## src/rtl/dmem_arb_pkg.sv

```systemverilog
// Shared definitions for the data-RAM arbiter: FSM encodings, master ids and the address window check.
package dmem_arb_pkg;

  localparam logic [1:0] S_IDLE  = 2'd0;
  localparam logic [1:0] S_ISSUE = 2'd1;
  localparam logic [1:0] S_WAIT  = 2'd2;
  localparam logic [1:0] S_RESP  = 2'd3;

  localparam logic M_CPU = 1'b0;
  localparam logic M_IO  = 1'b1;

  localparam logic [23:0] IO_PAGE = 24'hffffff;

  // True when the byte address falls inside the RAM window (the I/O page never does).
  function automatic logic addr_in_window(input logic [31:0] addr, input int unsigned aw);
    return (addr[31:8] != IO_PAGE) && ((addr >> (aw + 2)) == 32'd0);
  endfunction

endpackage

```

## src/rtl/rr_arb2.sv

```systemverilog
// Two-way round-robin pick; the pointer only matters when both masters request.
module rr_arb2
  import dmem_arb_pkg::*;
(
  input  logic [1:0] req,
  input  logic       ptr,
  output logic       winner_c,
  output logic       valid_c
);

  always_comb begin
    valid_c  = |req;
    winner_c = M_CPU;
    if (&req) begin
      winner_c = ptr;
    end else if (req[M_IO]) begin
      winner_c = M_IO;
    end
  end

endmodule

```

## src/rtl/dmem_arbiter.sv

```systemverilog
// Shares the single-port data RAM between the CPU data port and the I/O loader,
// one access in flight at a time: IDLE -> ISSUE -> (WAIT -> RESP for reads) -> IDLE.
module dmem_arbiter
  import dmem_arb_pkg::*;
#(
  parameter int unsigned ADDR_W = 5,
  parameter int unsigned DATA_W = 32,
  parameter int unsigned RD_LAT = 1
) (
  input  logic              clock,
  input  logic              reset,
  input  logic              m0_req,
  input  logic              m0_we,
  input  logic [31:0]       m0_addr,
  input  logic [DATA_W-1:0] m0_wdata,
  output logic              m0_gnt,
  output logic              m0_rvalid,
  output logic [DATA_W-1:0] m0_rdata,
  output logic              m0_err,
  input  logic              m1_req,
  input  logic              m1_we,
  input  logic [31:0]       m1_addr,
  input  logic [DATA_W-1:0] m1_wdata,
  output logic              m1_gnt,
  output logic              m1_rvalid,
  output logic [DATA_W-1:0] m1_rdata,
  output logic              m1_err,
  output logic [ADDR_W-1:0] mem_addr,
  output logic              mem_we,
  output logic [DATA_W-1:0] mem_wdata,
  input  logic [DATA_W-1:0] mem_rdata
);

  localparam int unsigned CNT_W = 3;

  logic [1:0]        state, state_n;
  logic              ptr, ptr_n;
  logic              win, win_n;
  logic              lat_we, lat_we_n;
  logic              in_range, in_range_n;
  logic [CNT_W-1:0]  cnt, cnt_n;
  logic [1:0]        gnt, gnt_n;
  logic [1:0]        err, err_n;
  logic [1:0]        rvalid, rvalid_n;
  logic [DATA_W-1:0] rdata0_n, rdata1_n;
  logic [ADDR_W-1:0] mem_addr_n;
  logic              mem_we_n;
  logic [DATA_W-1:0] mem_wdata_n;

  logic              arb_win_c, arb_valid_c;
  logic              sel_we, sel_in_range;
  logic [31:0]       sel_addr;
  logic [DATA_W-1:0] sel_wdata;
  logic [DATA_W-1:0] cap;

  rr_arb2 u_rr (
    .req      ({m1_req, m0_req}),
    .ptr      (ptr),
    .winner_c (arb_win_c),
    .valid_c  (arb_valid_c)
  );

  // Next-state and next-output logic; every registered output is computed one cycle ahead.
  always_comb begin
    state_n     = state;
    ptr_n       = ptr;
    win_n       = win;
    lat_we_n    = lat_we;
    in_range_n  = in_range;
    cnt_n       = cnt;
    gnt_n       = 2'b00;
    err_n       = 2'b00;
    rvalid_n    = 2'b00;
    rdata0_n    = m0_rdata;
    rdata1_n    = m1_rdata;
    mem_addr_n  = mem_addr;
    mem_we_n    = 1'b0;
    mem_wdata_n = mem_wdata;

    sel_we       = (arb_win_c == M_IO) ? m1_we    : m0_we;
    sel_addr     = (arb_win_c == M_IO) ? m1_addr  : m0_addr;
    sel_wdata    = (arb_win_c == M_IO) ? m1_wdata : m0_wdata;
    sel_in_range = addr_in_window(sel_addr, ADDR_W);
    cap          = in_range ? mem_rdata : '0;

    case (state)
      S_IDLE: begin
        if (arb_valid_c) begin
          win_n            = arb_win_c;
          lat_we_n         = sel_we;
          in_range_n       = sel_in_range;
          mem_addr_n       = sel_addr[ADDR_W+1:2];
          mem_wdata_n      = sel_wdata;
          mem_we_n         = sel_we & sel_in_range;
          gnt_n[arb_win_c] = 1'b1;
          err_n[arb_win_c] = ~sel_in_range;
          state_n          = S_ISSUE;
        end
      end
      S_ISSUE: begin
        ptr_n = ~win;
        if (lat_we) begin
          state_n = S_IDLE;
        end else begin
          cnt_n   = CNT_W'(RD_LAT);
          state_n = S_WAIT;
        end
      end
      S_WAIT: begin
        // The last WAIT cycle is ISSUE + RD_LAT, where the RAM data is valid.
        if (cnt <= CNT_W'(1)) begin
          cnt_n         = '0;
          rvalid_n[win] = 1'b1;
          if (win == M_IO) rdata1_n = cap;
          else             rdata0_n = cap;
          state_n       = S_RESP;
        end else begin
          cnt_n = cnt - CNT_W'(1);
        end
      end
      default: begin
        state_n = S_IDLE;
      end
    endcase
  end

  always_ff @(posedge clock) begin
    if (reset) begin
      state     <= S_IDLE;
      ptr       <= M_CPU;
      win       <= M_CPU;
      lat_we    <= 1'b0;
      in_range  <= 1'b0;
      cnt       <= '0;
      gnt       <= 2'b00;
      err       <= 2'b00;
      rvalid    <= 2'b00;
      m0_rdata  <= '0;
      m1_rdata  <= '0;
      mem_addr  <= '0;
      mem_we    <= 1'b0;
      mem_wdata <= '0;
    end else begin
      state     <= state_n;
      ptr       <= ptr_n;
      win       <= win_n;
      lat_we    <= lat_we_n;
      in_range  <= in_range_n;
      cnt       <= cnt_n;
      gnt       <= gnt_n;
      err       <= err_n;
      rvalid    <= rvalid_n;
      m0_rdata  <= rdata0_n;
      m1_rdata  <= rdata1_n;
      mem_addr  <= mem_addr_n;
      mem_we    <= mem_we_n;
      mem_wdata <= mem_wdata_n;
    end
  end

  assign m0_gnt    = gnt[M_CPU];
  assign m1_gnt    = gnt[M_IO];
  assign m0_err    = err[M_CPU];
  assign m1_err    = err[M_IO];
  assign m0_rvalid = rvalid[M_CPU];
  assign m1_rvalid = rvalid[M_IO];

endmodule

```

## config.mk

```make
export PLATFORM = sky130hd
export DESIGN_NAME = dmem_arbiter
export DESIGN_NICKNAME = d
export VERILOG_FILES = /design/src/rtl/dmem_arb_pkg.sv /design/src/rtl/rr_arb2.sv /design/src/rtl/dmem_arbiter.sv
export SDC_FILE = /design/constraint.sdc
export NUM_CORES = 1
export LEC_CHECK = 0
export CAP_MARGIN = 25
export CORE_UTILIZATION = 38
export DETAILED_ROUTE_END_ITERATION = 16
export PLACE_DENSITY = 0.89
export REMOVE_ABC_BUFFERS = 1
export SLEW_MARGIN = 20
export SYNTH_ARGS = -nofsm -noshare
export SYNTH_HDL_FRONTEND = slang
export SYNTH_SLANG_ARGS = --single-unit
```

## constraint.sdc

```tcl
create_clock -name clock -period 2.05 [get_ports clock]
set_input_delay 0.3075 -clock clock [delete_from_list [all_inputs] [get_ports clock]]
set_output_delay 0.3075 -clock clock [all_outputs]
set_load 0.05 [all_outputs]
```

==> results of run 1 <==
[cells in the final DEF, fill, tap and decap left out, types with 2 or more instances in the layout]
master	n
nand4_1	2
nand2_1	73
clkinvlp_4	3
nor3_1	7
a211oi_1	2
clkdlybuf4s50_1	266
and2_1	2
ha_1	2
mux2i_1	39
clkbuf_16	17
o21ai_0	40
or3_1	2
buf_4	11
and4_1	2
clkbuf_8	3
buf_12	5
a21oi_1	70
nor4_1	9
nor2b_1	2
o21bai_1	2
nand2b_1	2
nor2_2	2
nor2_1	136
bufinv_16	6
dfxtp_1	117
inv_1	4
[per-stage QoR]
step | util, % | TNS (ns) | setup WS [ns] | power, mW | hold WS, ns
finish | 68.1 | 0 | 0.108 | 7.27 | 0.244
global placement | 62.4 | 0 | 0.0593 | 3.86 | 0.433
detailed placement | 62.4 | 0 | 0.0665 | 3.88 | 0.441
CTS | 68.1 | 0 | 0.103 | 7.34 | 0.227
global route | 68.1 | 0 | 0.0312 | 7.52 | 0.243
floorplan | - | -65.80 | -1.77 | 3.18 | 0.379
[synthesized netlist by cell type, drive strengths merged]
library cell,number,share of area [%]
clkbuf,23,1.9
dfxtp,117,50
a21oi,70,7.5
o21ai,42,4.5
o21bai,2,0.32
or4b,1,0.30
nor4,9,1.2
buf,17,3.2
nand4,2,0.27
nor2b,2,0.27
o21ba,1,0.22
a211oi,2,0.32
a21o,1,0.16
inv,4,0.32
nor2,139,11
and4,2,0.38
mux2i,39,8.4
nand2,73,5.9
nand2b,3,0.57
ha,2,0.54
or4,2,0.40
or3,2,0.27
and3b,1,0.19
and2,2,0.27
nor3,7,0.75
[how the worst min path moves through the flow]
stage / start / endpoint / slack [ns] / cells after the start
after floorplan: reset / state[1] / 0.38 / 1
after global placement: mem_addr[2] / mem_addr[2] / 0.43 / 2
after detailed placement: mem_wdata[12] / mem_wdata[12] / 0.44 / 2
after CTS: reset / m0_rdata[29] / 0.23 / 2
after global routing: reset / ptr / 0.24 / 2
final: reset / m0_rdata[29] / 0.24 / 2
[metal layers]
layer  global-route usage [%]  share of wire (%)  up-vias
li1                         -                  -     2405
met1                     24.5                 39     2147
met2                     42.2                 51      201
met3                     6.59                6.7       36
met4                     12.0                3.3        0
met5                        0                  0        -
[where the power goes]
group	total, mW	internal [mW]	switching (mW)
Sequential	2.48	2.40	0.0761
Clock	3.44	2.38	1.05
Combinational	1.36	0.613	0.748
Total	7.27	5.40	1.88
[critical path, stage by stage, from the launching register on]
cell and delay [ns]:
dfxtp_1 0.32, inv_1 0.09, ha_1 0.14, o21ba_1 0.18, or4b_4 0.54, buf_12 0.20
a21oi_1 0.23, nor2_1 0.07
[area by class of cell]
| class | count | area (um^2) |
|---|---|---|
| multi-input cells | 404 | 2070 |
| fillers | 940 | 3810 |
| repair buffers | 283 | 2850 |
| clock buffers | 21 | 470 |
| inverters | 4 | 15.0 |
| clock inverters | 11 | 220 |
| well taps | 147 | 184 |
| flip-flops and latches | 117 | 2340 |
[state kept, by name, indices dropped and copies added (netlist names)]
name       cells
win            1
state          2
mem_we         1
mem_addr       5
rvalid         2
m1_rdata      32
lat_we         1
err            2
in_range       1
ptr            1
mem_wdata     32
cnt            3
gnt            2
m0_rdata      32
[cell families after synthesis]
family,Yosys count
AND/OR/NAND/NOR,245
AO/OA/AOI/OAI,118
flip-flops,117
buffers and inverters,44
multiplexers,39
adder cells (fa/ha/maj),2
==> metrics.txt, run 1 <==
status complete, no violations; die area 12700 um^2; Die W between 100 and 150 um; yosys synthesis warning count 0; Resized Gates After CTS 0; DRC 0; Synth-to-Final Area Change 75.6%; cts bufs inserted 17; Mapped Cells 565; first-pass GRT wire length roughly 23 mm; register area share after synthesis between 50% and 60%; Inst Count DP roughly 960; TritonCTS clock tree built; Max FO, Critical Path 65; Critical path destination m1_rdata[7]; Buffers on Ports ~270; critical setup path kind flip-flop to flip-flop; crit start category flip-flop; Worst R2R Setup Slack around 0.11 ns; RD Place Congestion between 0.7 and 0.8; # IOs ~270; largest net degree at the start of global routing 66; worst r2r src cnt[1]; Root Buffer clkbuf_16; post-route cell area between 8000 and 9000 um^2; reg2reg end m1_rdata[7]; Final ANT Viol Nets 0; fmax 515 MHz; Initial Util about two fifths; power per cell area between 800 and 900 nW/um^2; Maximum Capacitance Violations 0; final worst-path cycle share a little over nine tenths; Final Non-Filler Cells roughly 990; via count about 4.8k; CTS HTree Levels 4; Setup Fix Bufs, Post-CTS 0; Vias/cell approximately 4.9; main combinational cell family by area after synthesis simple AND/OR/NAND/NOR gates; initial antenna violation count 0; Num Clock Sinks around 120; Pleak 3.14 nW; Nets between 900 and 1k; row count 40; gr usage total about a quarter; placed cell area approximately 7500 um^2; grt ovf 0; Clock Pin Slew Worst Setup and Hold Paths 0.05 ns; DP HPWL approximately 11 mm; final wirelength 14.5 mm; R2R cell count 7; Worst Path Arrival ~2.2 ns; Die H about 110 um; mux cell area share after synthesis 8.41%; slew margin rel. around 57%; Final Hold Viols 0; hold buffer count at CTS 0; Compound-Gate Fraction of Synth Area a little over an eighth; clock tree buffer depth 2; WL per Instance about 15 um; Yosys reg bits between 100 and 150; DRT iter0 DRCs about 270; CP Capture Type flip-flop; Synth Area in Adders 0.539%; Hold WC Path Type primary input to flip-flop; post-synthesis xor/xnor area fraction 0%; Synth Area per Inst about 8.2 um^2; final setup vio count 0; fin crit period 1.94 ns; Fin Clk Skew 0.0106 ns; RSZ-0062 raised after global routing no; Slew Viols, Final 0; worst ir drop on vdd 0.000502 V; Post-Synth Simple-Gate Area between 20% and 30%; crit path from cnt[1]; synthesized cell area 4640 um^2; worst slew pin tran around 0.64 ns; number of global-route vias before repair roughly 4.7k; Core Footprint approximately 12000 um^2; share of layout cells above drive strength 1 under 10%; clock latency on the worst-skew pair 0.40 ns; worst path required time between 2 and 2.5 ns; First-pass DRT Iterations 4; ant diodes 0; synth unique cells 30
(Power assumes the default switching activity.)
==> inputs of run 2 (changes only) <==
- CTS_CLUSTER_DIAMETER: unset -> 60
- SYNTH_HIERARCHICAL: unset -> 1
==> run 2 against run 1 <==
Effect of this change: power fell by 0.66%; setup slack got worse by 0.053 ns; sequential power barely moved; count of clock-buffer cells in the layout rose by 1; cell area rose by 1.2%; wire length rose by 9.6%; critical endpoint is now mem_we; largest cell class unchanged; largest power group unchanged.
==> metrics.txt, run 2 <==
Hold Slack around 0.31 ns; Inst Count DP 933; dpl ws -0.374 ns; clock tree buffer depth 2; final wirelength 15.9 mm; sequential standard cell area roughly 2300 um^2; grt ovf 0; Worst Min Path Start reset; Die W 113 um; Yosys reg bits approximately 120; crit start category primary input; DRC 0; TritonCTS clock tree built; setup ws final roughly 0.055 ns; via count approximately 5k; biggest regs m0_rdata: 32 flops, m1_rdata: 32 flops, mem_wdata: 32 flops; cts bufs inserted 17; synth top area cells dfxtp_1, mux2i_1, a21oi_1; die area between 10000 and 15000 um^2; Final ANT Viol Nets 0; clock latency on the worst-skew pair 0.40 ns; critical setup path kind primary input to flip-flop; First-pass DRT Iterations 4; worst r2r src state[1]; worst path required time between 2 and 2.5 ns; Core Footprint ~12000 um^2; Mapped Cells roughly 550; Synth-to-Final Area Change 75.8%; Fin Clk Skew 0.00861 ns; Async S/R FF share, synth 0%; Slew Viols, Final 0; most common cell after layout, fill and taps aside clkdlybuf4s50_1; Root Buffer clkbuf_16; Worst R2R Setup Slack around 0.27 ns; RD Place Congestion between 0.8 and 0.9; slew margin rel. 59.1%; Multi-input gate area approximately 2200 um^2; worst slew pin tran 0.612 ns; final setup vio count 0; register area share after synthesis 49.9%; WL per Instance between 15 and 20 um; Buffers on Ports between 200 and 300; number of global-route vias before repair slightly below 5k; worst ir drop on vdd 0.000436 V; Clock Pin Slew Worst Setup and Hold Paths about 0.050 ns; Worst Path Arrival ~2.3 ns; Resized Gates After CTS 0; hold buffer count at CTS 0; fmax about 500 MHz; commonest cells in the netlist dfxtp_1, a21oi_1, nand3_1; Initial Util 39.0%; Vias/cell between 5 and 6; power per cell area 876 nW/um^2; RSZ-0062 raised after global routing no; DP HPWL 11.5 mm; EDFF count, synth 0; count leader, synth dfxtp_1; Num Clock Sinks 117; Max FO, Critical Path 3; Final Non-Filler Cells ~970; Setup Fix Bufs, Post-CTS 0; CTS HTree Levels 4; DRT iter0 DRCs ~500; status complete, no violations; fin crit period 1.99 ns; share of layout cells above drive strength 1 between 6 and 7%; yosys synthesis warning count 6; Yosys top cell by area dfxtp_1; Die H between 100 and 150 um; FILL cells about 910; Synth Area per Inst 8.54 um^2; first-pass GRT wire length between 20 and 25 mm; Maximum Capacitance Violations 0; most frequent cells in the layout clkdlybuf4s50_1, dfxtp_1, nand3_1, a21oi_1, nand2_1; Pleak 2.95 nW; synthesized cell area around 4700 um^2; row count 40; Final Hold Viols 0; share of the synthesized area in the top cell type between 40% and 50%; largest net degree at the start of global routing 66; final worst-path cycle share between 90% and 100%; ys flop type dfxtp_1; gr usage total 25.0%; # IOs ~270; synth unique cells 36; CP Capture Type flip-flop; initial antenna violation count 1; Hold WC Path Type primary input to flip-flop; Nets 973; crit path from m0_addr[9]
run 2: through the flow:
stage / util (%) / area [um^2] / total power, mW / setup TNS (ns)
floorplan: - / 4500 / 3.35 / -171.91
global placement: 63.3 / 7600 / 4.05 / -1.27
detailed placement: 63.3 / 7600 / 4.07 / -1.94
CTS: 68.6 / 8240 / 7.27 / 0
global route: 68.6 / 8250 / 7.46 / 0
finish: 68.6 / 8250 / 7.23 / 0
run 2: worst max-delay path: stages:
cell and delay (ns):
clkdlybuf4s50_1 0.43, or4_1 0.55, or4_1 0.44, a222oi_1 0.31, buf_4 0.18, and2_1 0.12
run 2: cell type report:
cell class	count	area share, %
well taps	147	2.23
flip-flops and latches	117	28.4
diodes	1	0.0303
clock inverters	9	1.79
clock buffers	22	5.99
multi-input cells	378	26.3
repair buffers	286	35.1
inverters	5	0.228
run 2: logic make-up (layout without fill, tap and decap cells):
| kind of cell | after synthesis | after routing | share of synthesized area, % |
|---|---|---|---|
| other | 0 | 1 | 0 |
| buffers and inverters | 54 | 322 | 4.38 |
| muxes | 39 | 39 | 8.32 |
| AOI/OAI and AO/OA | 118 | 118 | 15.4 |
| adders and majority gates | 2 | 2 | 0.534 |
| DFF | 117 | 117 | 49.9 |
| and+or+nand+nor | 219 | 219 | 21.5 |
run 2: power breakdown:
part | switching, mW | internal (mW) | leakage, nW
Clock | 1.01 | 2.18 | 0.318
Sequential | 0.0843 | 2.41 | 0.954
Combinational | 0.872 | 0.670 | 1.67
Total | 1.97 | 5.26 | 2.95
run 2: final timing paths:
check	cells past startpoint	end
max	6	mem_we
min	2	state[1]
max reg2reg	5	m0_rdata[9]
min reg2reg	2	m0_rdata[20]
run 2: routing by layer:
| layer | wire, um | GRT usage [%] | share of wire [%] |
|---|---|---|---|
| met1 | 5840 | 26.0 | 37 |
| met2 | 8130 | 43.4 | 51 |
| met3 | 1180 | 7.50 | 7.4 |
| met4 | 782 | 17.1 | 4.9 |
| met5 | 0 | 0 | 0 |
